[config.mk]
export PLATFORM = sky130hd
export DESIGN_NAME = uart_tx_ctrl
export DESIGN_NICKNAME = d
export VERILOG_FILES = /design/src/rtl/uart_tx_ctrl.sv
export SDC_FILE = /design/constraint.sdc
export NUM_CORES = 1
export LEC_CHECK = 0
export CAP_MARGIN = 10
export CORE_AREA = 2 2 39 41
export DETAILED_ROUTE_END_ITERATION = 16
export DIE_AREA = 0 0 41 43
export HOLD_SLACK_MARGIN = 0.05
export PLACE_DENSITY_LB_ADDON = 0.25
export SLEW_MARGIN = 20
export SYNTH_ARGS = -nofsm -noshare
export SYNTH_HDL_FRONTEND = slang
export SYNTH_SLANG_ARGS = --single-unit
[constraint.sdc]
create_clock -name CLK -period 2.5 [get_ports CLK]
set_input_delay 0.75 -clock CLK [delete_from_list [all_inputs] [get_ports CLK]]
set_output_delay 0.75 -clock CLK [all_outputs]
set_load 0.03 [all_outputs]
[src/rtl/uart_tx_ctrl.sv]
// UART transmit frame controller: sequences start/data/parity/stop phases for an
// external serializer, computes parity and aborts frames whose serializer stalls.
module uart_tx_ctrl #(
  parameter int DATA_WIDTH = 8,
  parameter int TIMEOUT    = 10
) (
  input  logic                  CLK,
  input  logic                  RST,
  input  logic [DATA_WIDTH-1:0] P_DATA,
  input  logic                  DATA_VALID,
  input  logic                  PAR_EN,
  input  logic                  PAR_TYP,
  input  logic                  ser_done,
  input  logic                  ser_data,
  output logic                  ser_load,
  output logic                  ser_en,
  output logic [1:0]            mux_sel,
  output logic                  TX_OUT,
  output logic                  busy,
  output logic                  frame_err
);

  localparam int CW = $clog2(TIMEOUT + 1);

  typedef enum logic [2:0] {S_IDLE, S_START, S_DATA, S_PARITY, S_STOP} state_t;

  state_t        state, nxt;
  logic [CW-1:0] tcnt;
  logic          par_bit, par_en_q;
  logic          accept, tout;

  assign accept   = ((state == S_IDLE) || (state == S_STOP)) && DATA_VALID;
  assign ser_load = accept;
  // tcnt holds completed DATA cycles, so this fires in the TIMEOUT-th one
  assign tout     = (state == S_DATA) && !ser_done && (tcnt == CW'(TIMEOUT - 1));

  always_ff @(posedge CLK or posedge RST) begin
    if (RST) state <= S_IDLE;
    else     state <= nxt;
  end

  always_ff @(posedge CLK or posedge RST) begin
    if (RST) begin
      par_bit  <= 1'b0;
      par_en_q <= 1'b0;
      tcnt     <= '0;
    end else begin
      if (accept) begin
        par_bit  <= (^P_DATA) ^ PAR_TYP;
        par_en_q <= PAR_EN;
      end
      if (state == S_DATA) tcnt <= tcnt + CW'(1);
      else                 tcnt <= '0;
    end
  end

  always_comb begin
    nxt       = state;
    ser_en    = 1'b0;
    mux_sel   = 2'b01;
    busy      = 1'b0;
    frame_err = 1'b0;
    case (state)
      S_IDLE: if (accept) nxt = S_START;
      S_START: begin
        mux_sel = 2'b00;
        busy    = 1'b1;
        ser_en  = 1'b1;
        nxt     = S_DATA;
      end
      S_DATA: begin
        mux_sel = 2'b10;
        busy    = 1'b1;
        ser_en  = !ser_done;
        if (ser_done) begin
          nxt = par_en_q ? S_PARITY : S_STOP;
        end else if (tout) begin
          frame_err = 1'b1;
          mux_sel   = 2'b01;
          nxt       = S_IDLE;
        end
      end
      S_PARITY: begin
        mux_sel = 2'b11;
        busy    = 1'b1;
        nxt     = S_STOP;
      end
      S_STOP: begin
        busy = 1'b1;
        nxt  = accept ? S_START : S_IDLE;
      end
      default: nxt = S_IDLE;
    endcase
  end

  always_comb begin
    case (mux_sel)
      2'b00:   TX_OUT = 1'b0;
      2'b10:   TX_OUT = ser_data;
      2'b11:   TX_OUT = par_bit;
      default: TX_OUT = 1'b1;
    endcase
  end

endmodule

==> summary.md <==
| Metric | Value |
|---|---|
| Status | finished, final reports clean |
| Final WS setup | 0.06069 ns |
| Worst hold-check path type | flop to flop |
| Worst-Skew Late Latency | 0.26 ns |
| # setup viols final | 0 |
| Port bufs | 21 |
| Residual DRC | 0 |
| Nature of the critical path startpoint | input pin |
| Hold path depth | 2 |
| Library cells used by synthesis | 24 |
| Layout cell share with drive strength beyond 1 | 0.2045 |
| Die area | 1763 µm² |
| EDFF count, synth | 0 |
| Final hold violation count | 0 |
| Number of detailed-route iterations in the first pass | 2 |
| Async SR Flop Fraction | 1.000 |
| Leak pwr | 0.0003923 µW |
| H-tree depth | 1 |
| Max Clock Freq | 410.0 MHz |
| Worst Path Required | 1.75 ns |
| Top-count cell post-synth | dfrtp_1 |
| Sw Ratio | 0.4349 |
| CTS max path bufs | 2 |
| CP Class | input pin to output pin |
| FF-to-FF setup slack | 1.14 ns |
| Initial Util | 0.4114 |
| Synthesized instance count | 61 |
| Top post-synthesis cells by count | dfrtp_1 (9), nor2_1 (7), xnor2_1 (6) |
| P&R area growth vs syn | 48.79% |
| DR vias | 501 |
| Clk slew on worst S/H paths | roughly 0.060 ns |
| Mean routed wirelength per cell | between 10 and 15 µm |
| Dpl hpwl | 862.8 µm |
| Dpl cell area | 803.3 µm² |
| Min-delay src | par_bit |
| Drt via density | just under 5 |
| Die height | 43 µm |
| 1st-iter DRT viols | 1 |
| Area leader, netlist | dfrtp_1 |
| Worst Max-Slew Pin Slew | 0.3481 ns |
| Total power | 793.3 µW |
| Syn. warnings | 0 |
| Drt total wl | 1.071 mm |
| Row cnt | 14 |
| Post-synthesis sequential area ratio | 0.3956 |
| Register area | 225.2 µm² |
| FILL cells | 109 |
| Pint | 448.3 µW |
| Hold buffer count at cts | 0 |
| Core Region | 1384 µm² |
| Post-route design area | 847.1 µm² |
| Pre-CTS WS | -0.6398 ns |
| Ports | 22 |
| Rel. slew slack | 0.7677 |
| Skew final | 0.003376 ns |
| Synth area leaders | dfrtp_1 (40%), xnor2_1 (9.2%), nor2_1 (4.6%) |
| Ant diodes | 0 |
| First-pass GRT wire length | 1.787 mm |
| Worst Path Arrival | between 1.5 and 2 ns |
| Initial antenna violation count | 0 |
| Flop pwr share | 0.316 |
| Vias in the first global route | roughly 500 |
| Post-Syn Area | 569.3 µm² |
| Top-area cell type share of the netlist area | 0.3956 |
| Logic gate share of total power | 0.545 |
| RSZ-0062 raised after global routing | yes |
| Worst r2r src | tcnt[1] |
| Total CTS buffers | 3 |
| Top_reg_cell synth | dfrtp_1 |
| Max cap viols | 0 |
| Die Width | just over 40 µm |
| Setup TNS | 0 ns |
| Peak supply drop | 425.0 µV |
| Grt total ovfl | 0 |
| NetSw | between 300 and 400 µW |
| Flops & latches, synth | 9 |
| All-Layer GR Usage | 0.1503 |
| Crit path max fanout | 2 |
| Tmin final | 2.439 ns |
| Root Buffer Master | clkbuf_4 |
| Max-slew violations | 0 |
| Clk pwr share | 0.139 |
| Crit end category | output pin |
| Routability-driven placement congestion ratio | around 0.68 |
| CTS tree | built |
| Final period utilization | 0.9757 |
| Syn nets | 78 |
| Avg Cell Area, Syn | between 9 and 10 µm² |
| Capturing point of the worst reg2reg path | state[1] |
| FF-to-FF path depth | 6 |
| Endpoint, Worst Hold | par_bit |
| Final ANT Viol Nets | 0 |
| Area of the multi-input gates | 316.6 µm² |
| PwrDens | 936.5 nW/µm² |
| Clock sink total | 9 |
| Largest net degree at the start of global routing | 12 |
| # nets final | 106 |
-- per-layer routing --
layer,share of wire,routed length (µm),track usage,up-vias
li1,-,-,-,255
met1,0.45,479,0.1767,222
met2,0.47,507,0.2313,20
met3,0.050,54,0,4
met4,0.027,29,0.1400,0
met5,0,0,0,-
-- through the flow --
step | hold slack (ns) | utilization | std cells
floorplan | 0.4558 | - | 61
global placement | 0.4699 | 0.5805 | 99
detailed placement | 0.4903 | 0.5805 | 99
CTS | 0.5038 | 0.6022 | 103
global route | 0.5123 | 0.6121 | 104
finish | 0.5021 | 0.6121 | 104
-- power by group through the flow --
stage	sequential, µW	clock (µW)	combinational [µW]
floorplan	211	0	323
global placement	250	0	439
detailed placement	253	0	444
CTS	251	116	431
global route	258	122	467
finish	251	110	432
-- cell usage in the layout (no fill, tap or decap), drive strengths merged, types with 2 or more instances in the layout --
cell and count:
nor2 7, nand2 2, clkbuf 4, clkdlybuf4s50 13
xor2 3, buf 11, nand3 2, inv 5
o21ai 4, dfrtp 9, and4bb 2, ha 2
a21oi 4, nor3b 2, nand2b 3, xnor2 6
-- layout make-up --
type | count | area share
repair buffers | 26 | 0.2836
multi-input cells | 44 | 0.3737
flip-flops and latches | 9 | 0.2659
inverters | 5 | 0.02216
well taps | 16 | 0.02363
clock buffers | 4 | 0.03102
-- cell families after synthesis --
logic type | synth area share
flip-flops | 0.3956
AO/OA/AOI/OAI | 0.09452
XOR/XNOR | 0.1780
buffers and inverters | 0.05712
adder cells (fa/ha/maj) | 0.04395
AND/OR/NAND/NOR | 0.2308
-- worst max-delay path, cell delays in order --
cell and delay (ns):
buf_6 0.09, and4bb_2 0.31, buf_6 0.10, and4bb_2 0.23, nor2_1 0.04, buf_4 0.16
-- state kept, by name, summed over array words and instances (netlist names) --
signal    count
tcnt          4
par_en_q      1
par_bit       1
state         3
-- how the worst max path moves through the flow --
stage                   from    endpoint  slack, ns  cells after the start
finish              ser_done  mux_sel[1]       0.06                      6
floorplan           ser_done  mux_sel[1]       0.05                      3
global route         tcnt[1]      TX_OUT      -0.01                      7
global placement    ser_done  mux_sel[0]      -0.60                      5
CTS                 ser_done  mux_sel[1]       0.03                      6
detailed placement  ser_done  mux_sel[0]      -0.64                      5
-- timing repair --
action                     CTS  global route
pin swaps                    2             2
resized for setup           10             1
buffers inserted             0             1
setup endpoints to repair    6             3
(Power assumes the default switching activity.)
==> variant (same settings) <==
Set the parameter `TIMEOUT` to 9 (it was 10).
--- a/src/rtl/uart_tx_ctrl.sv
+++ b/src/rtl/uart_tx_ctrl.sv
@@ -3,5 +3,5 @@
 module uart_tx_ctrl #(
   parameter int DATA_WIDTH = 8,
-  parameter int TIMEOUT    = 10
+  parameter int TIMEOUT    = 9
 ) (
   input  logic                  CLK,
Function: no difference found for any inputs over 10 cycles, from zero or initial values and one cycle with RST high; that may be too few to reach the edited logic, so the function may still have changed.
==> variant against the original RTL <==
  * Area after synthesis rose by 1.3%
  * Largest power group unchanged
  * Setup slack got worse by 0.0029 ns
  * Sequential cell count did not move
  * Wire length rose by 8.9%
  * Power rose by 5.3%
  * Final area rose by 1.9%
==> variant: results (changes against the original RTL) <==
INFO  yosys          postSynth.asyncResetShare=100.0% [unchanged]
INFO  placement      dp.final_hpwl=939.5um [+8.9%]
INFO  detailed_routing vias=541 [+8.0%]
INFO  global_routing grt_start_max_net_pins=10 [-2]
INFO  global_routing grt_met2_usage=24.69% [+1.6 points]
INFO  layout         finish.cell_count_without_fillers=108 [+3.8%]
INFO  layout         fillerInstances=125 [+15%]
INFO  global_routing grt_pass1_vias=509 [+4.3%]
INFO  yosys          synth_fa_ha_area_share=4.338% [-0.057 points]
INFO  detailed_routing detail_route.wirelength=1166um [+8.9%]
INFO  setup_path     timing.critical_path.slowest_stage_cell=and4bb_2
INFO  detailed_routing dr_wl_met2=545um [+7.5%]
INFO  layout         drive_above_1_share=21.74% [+1.3 points]
INFO  yosys          syn-mean-instance-area=9.156um^2 [-1.9%]
INFO  yosys          post_synthesis_sequential_area_ratio=39.05% [-0.51 points]
INFO  yosys          synth.lib_cells_used.distinct=24 [unchanged]
INFO  detailed_routing drt_first_iter_violations=9 [+8]
INFO  setup_path     critPathCapture=mux_sel[1]
INFO  yosys          synth_nets=80 [+2.6%]
INFO  detailed_routing length_of_the_first_detailed_routing_pass_in_iterations=4 [+2]
INFO  sta            finalClockSkew=0.003955ns [+0.0005785 ns]
INFO  global_routing gr-usage-all-layers=16.65% [+1.6 points]
INFO  status         run_status=completed
INFO  detailed_routing detail_route.wirelength.met1=527um [+10%]
INFO  yosys          synthTopCellsByArea=dfrtp_1 39%, xnor2_1 9.1%, inv_1 4.6%
INFO  yosys          synth_commonest_cells=9 x dfrtp_1, 7 x inv_1, 7 x nor2_1, 6 x xnor2_1, 4 x a21oi_1
INFO  cts            worst_skew_pair.late_latency=0.26ns [about the same]
INFO  global_routing grt_pass1_wl=2007um [+12%]
INFO  global_routing grt_util_met3=1.571% [+1.6 points]
INFO  setup_path     worst_r2r_startpoint=tcnt[0]
INFO  global_routing gr-usage-met1=22.33% [+4.7 points]
INFO  detailed_routing routed-wl-met3=61um [+13%]
INFO  yosys          synth_area_in_compound_gates=9.328% [-0.12 points]
INFO  sta            slew_headroom=76.45% [-0.32 points]
INFO  placement      gpl.final_weighted_congestion=0.6878 [+1.2%]
INFO  yosys          synthXorXnorAreaFrac=17.57% [-0.23 points]
INFO  placement      placed_cells=103 [+4.0%]
INFO  pwr            vdd_drop_max=0.3922mV [-7.7%]
INFO  setup_path     r2r.worst_path.cells=6 [unchanged]
INFO  pwr            p_leak=0.4047nW [+3.1%]
==> variant: critical path: cells and delay by family <==
family,cells,cell delay [ns]
buffers and inverters,3,0.36
AND/OR/NAND/NOR,3,0.58
==> variant: logic make-up after synthesis <==
group	after synthesis
AO/OA/AOI/OAI	10
adder cells (fa/ha/maj)	2
flip-flops	9
buffers and inverters	10
AND/OR/NAND/NOR	22
XOR/XNOR	10
==> variant: worst min path at each step <==
| stage | cells past startpoint | end | start | slack, ns |
|---|---|---|---|---|
| floorplan | 1 | tcnt[0] | tcnt[0] | 0.45 |
| detailed placement | 2 | par_bit | par_bit | 0.50 |
| CTS | 2 | par_bit | par_bit | 0.51 |
| finish | 2 | par_bit | par_bit | 0.52 |
| global route | 1 | state[0] | state[0] | 0.55 |
| global placement | 2 | par_bit | par_bit | 0.48 |
==> variant: per-stage QoR <==
step           TNS (ns)  setup slack (ns)  utilization [%]  cell area (um^2)
6_report              0           0.05782            62.39             863.3
3_3_place_gp     -1.401           -0.6060            59.67             825.8
3_5_place_dp     -1.476           -0.6289            59.67             825.8
2_1_floorplan         0           0.05248                -             576.8
4_1_cts               0           0.04159            61.84             855.8
5_1_grt               0          0.008151            62.39             863.3
==> variant: cell type report <==
cell class / count / share of cell area, %
inverter: 7 / 3.043
clock buffer: 4 / 3.043
tap: 16 / 2.319
timing repair buffer: 28 / 28.84
multi-input combinational: 44 / 36.67
sequential: 9 / 26.09
==> variant: power by group <==
part           switching [mW]  internal, mW
clock network          0.0552        0.0617
logic                   0.265         0.218
registers              0.0460         0.190
==> variant: what timing repair did <==
item / in CTS / in global routing
setup buffers: 0 / 1
setup endpoints to repair: 6 / 2
resized for setup: 10 / 0
pin swaps: 2 / 2
gates cloned: 0 / 0
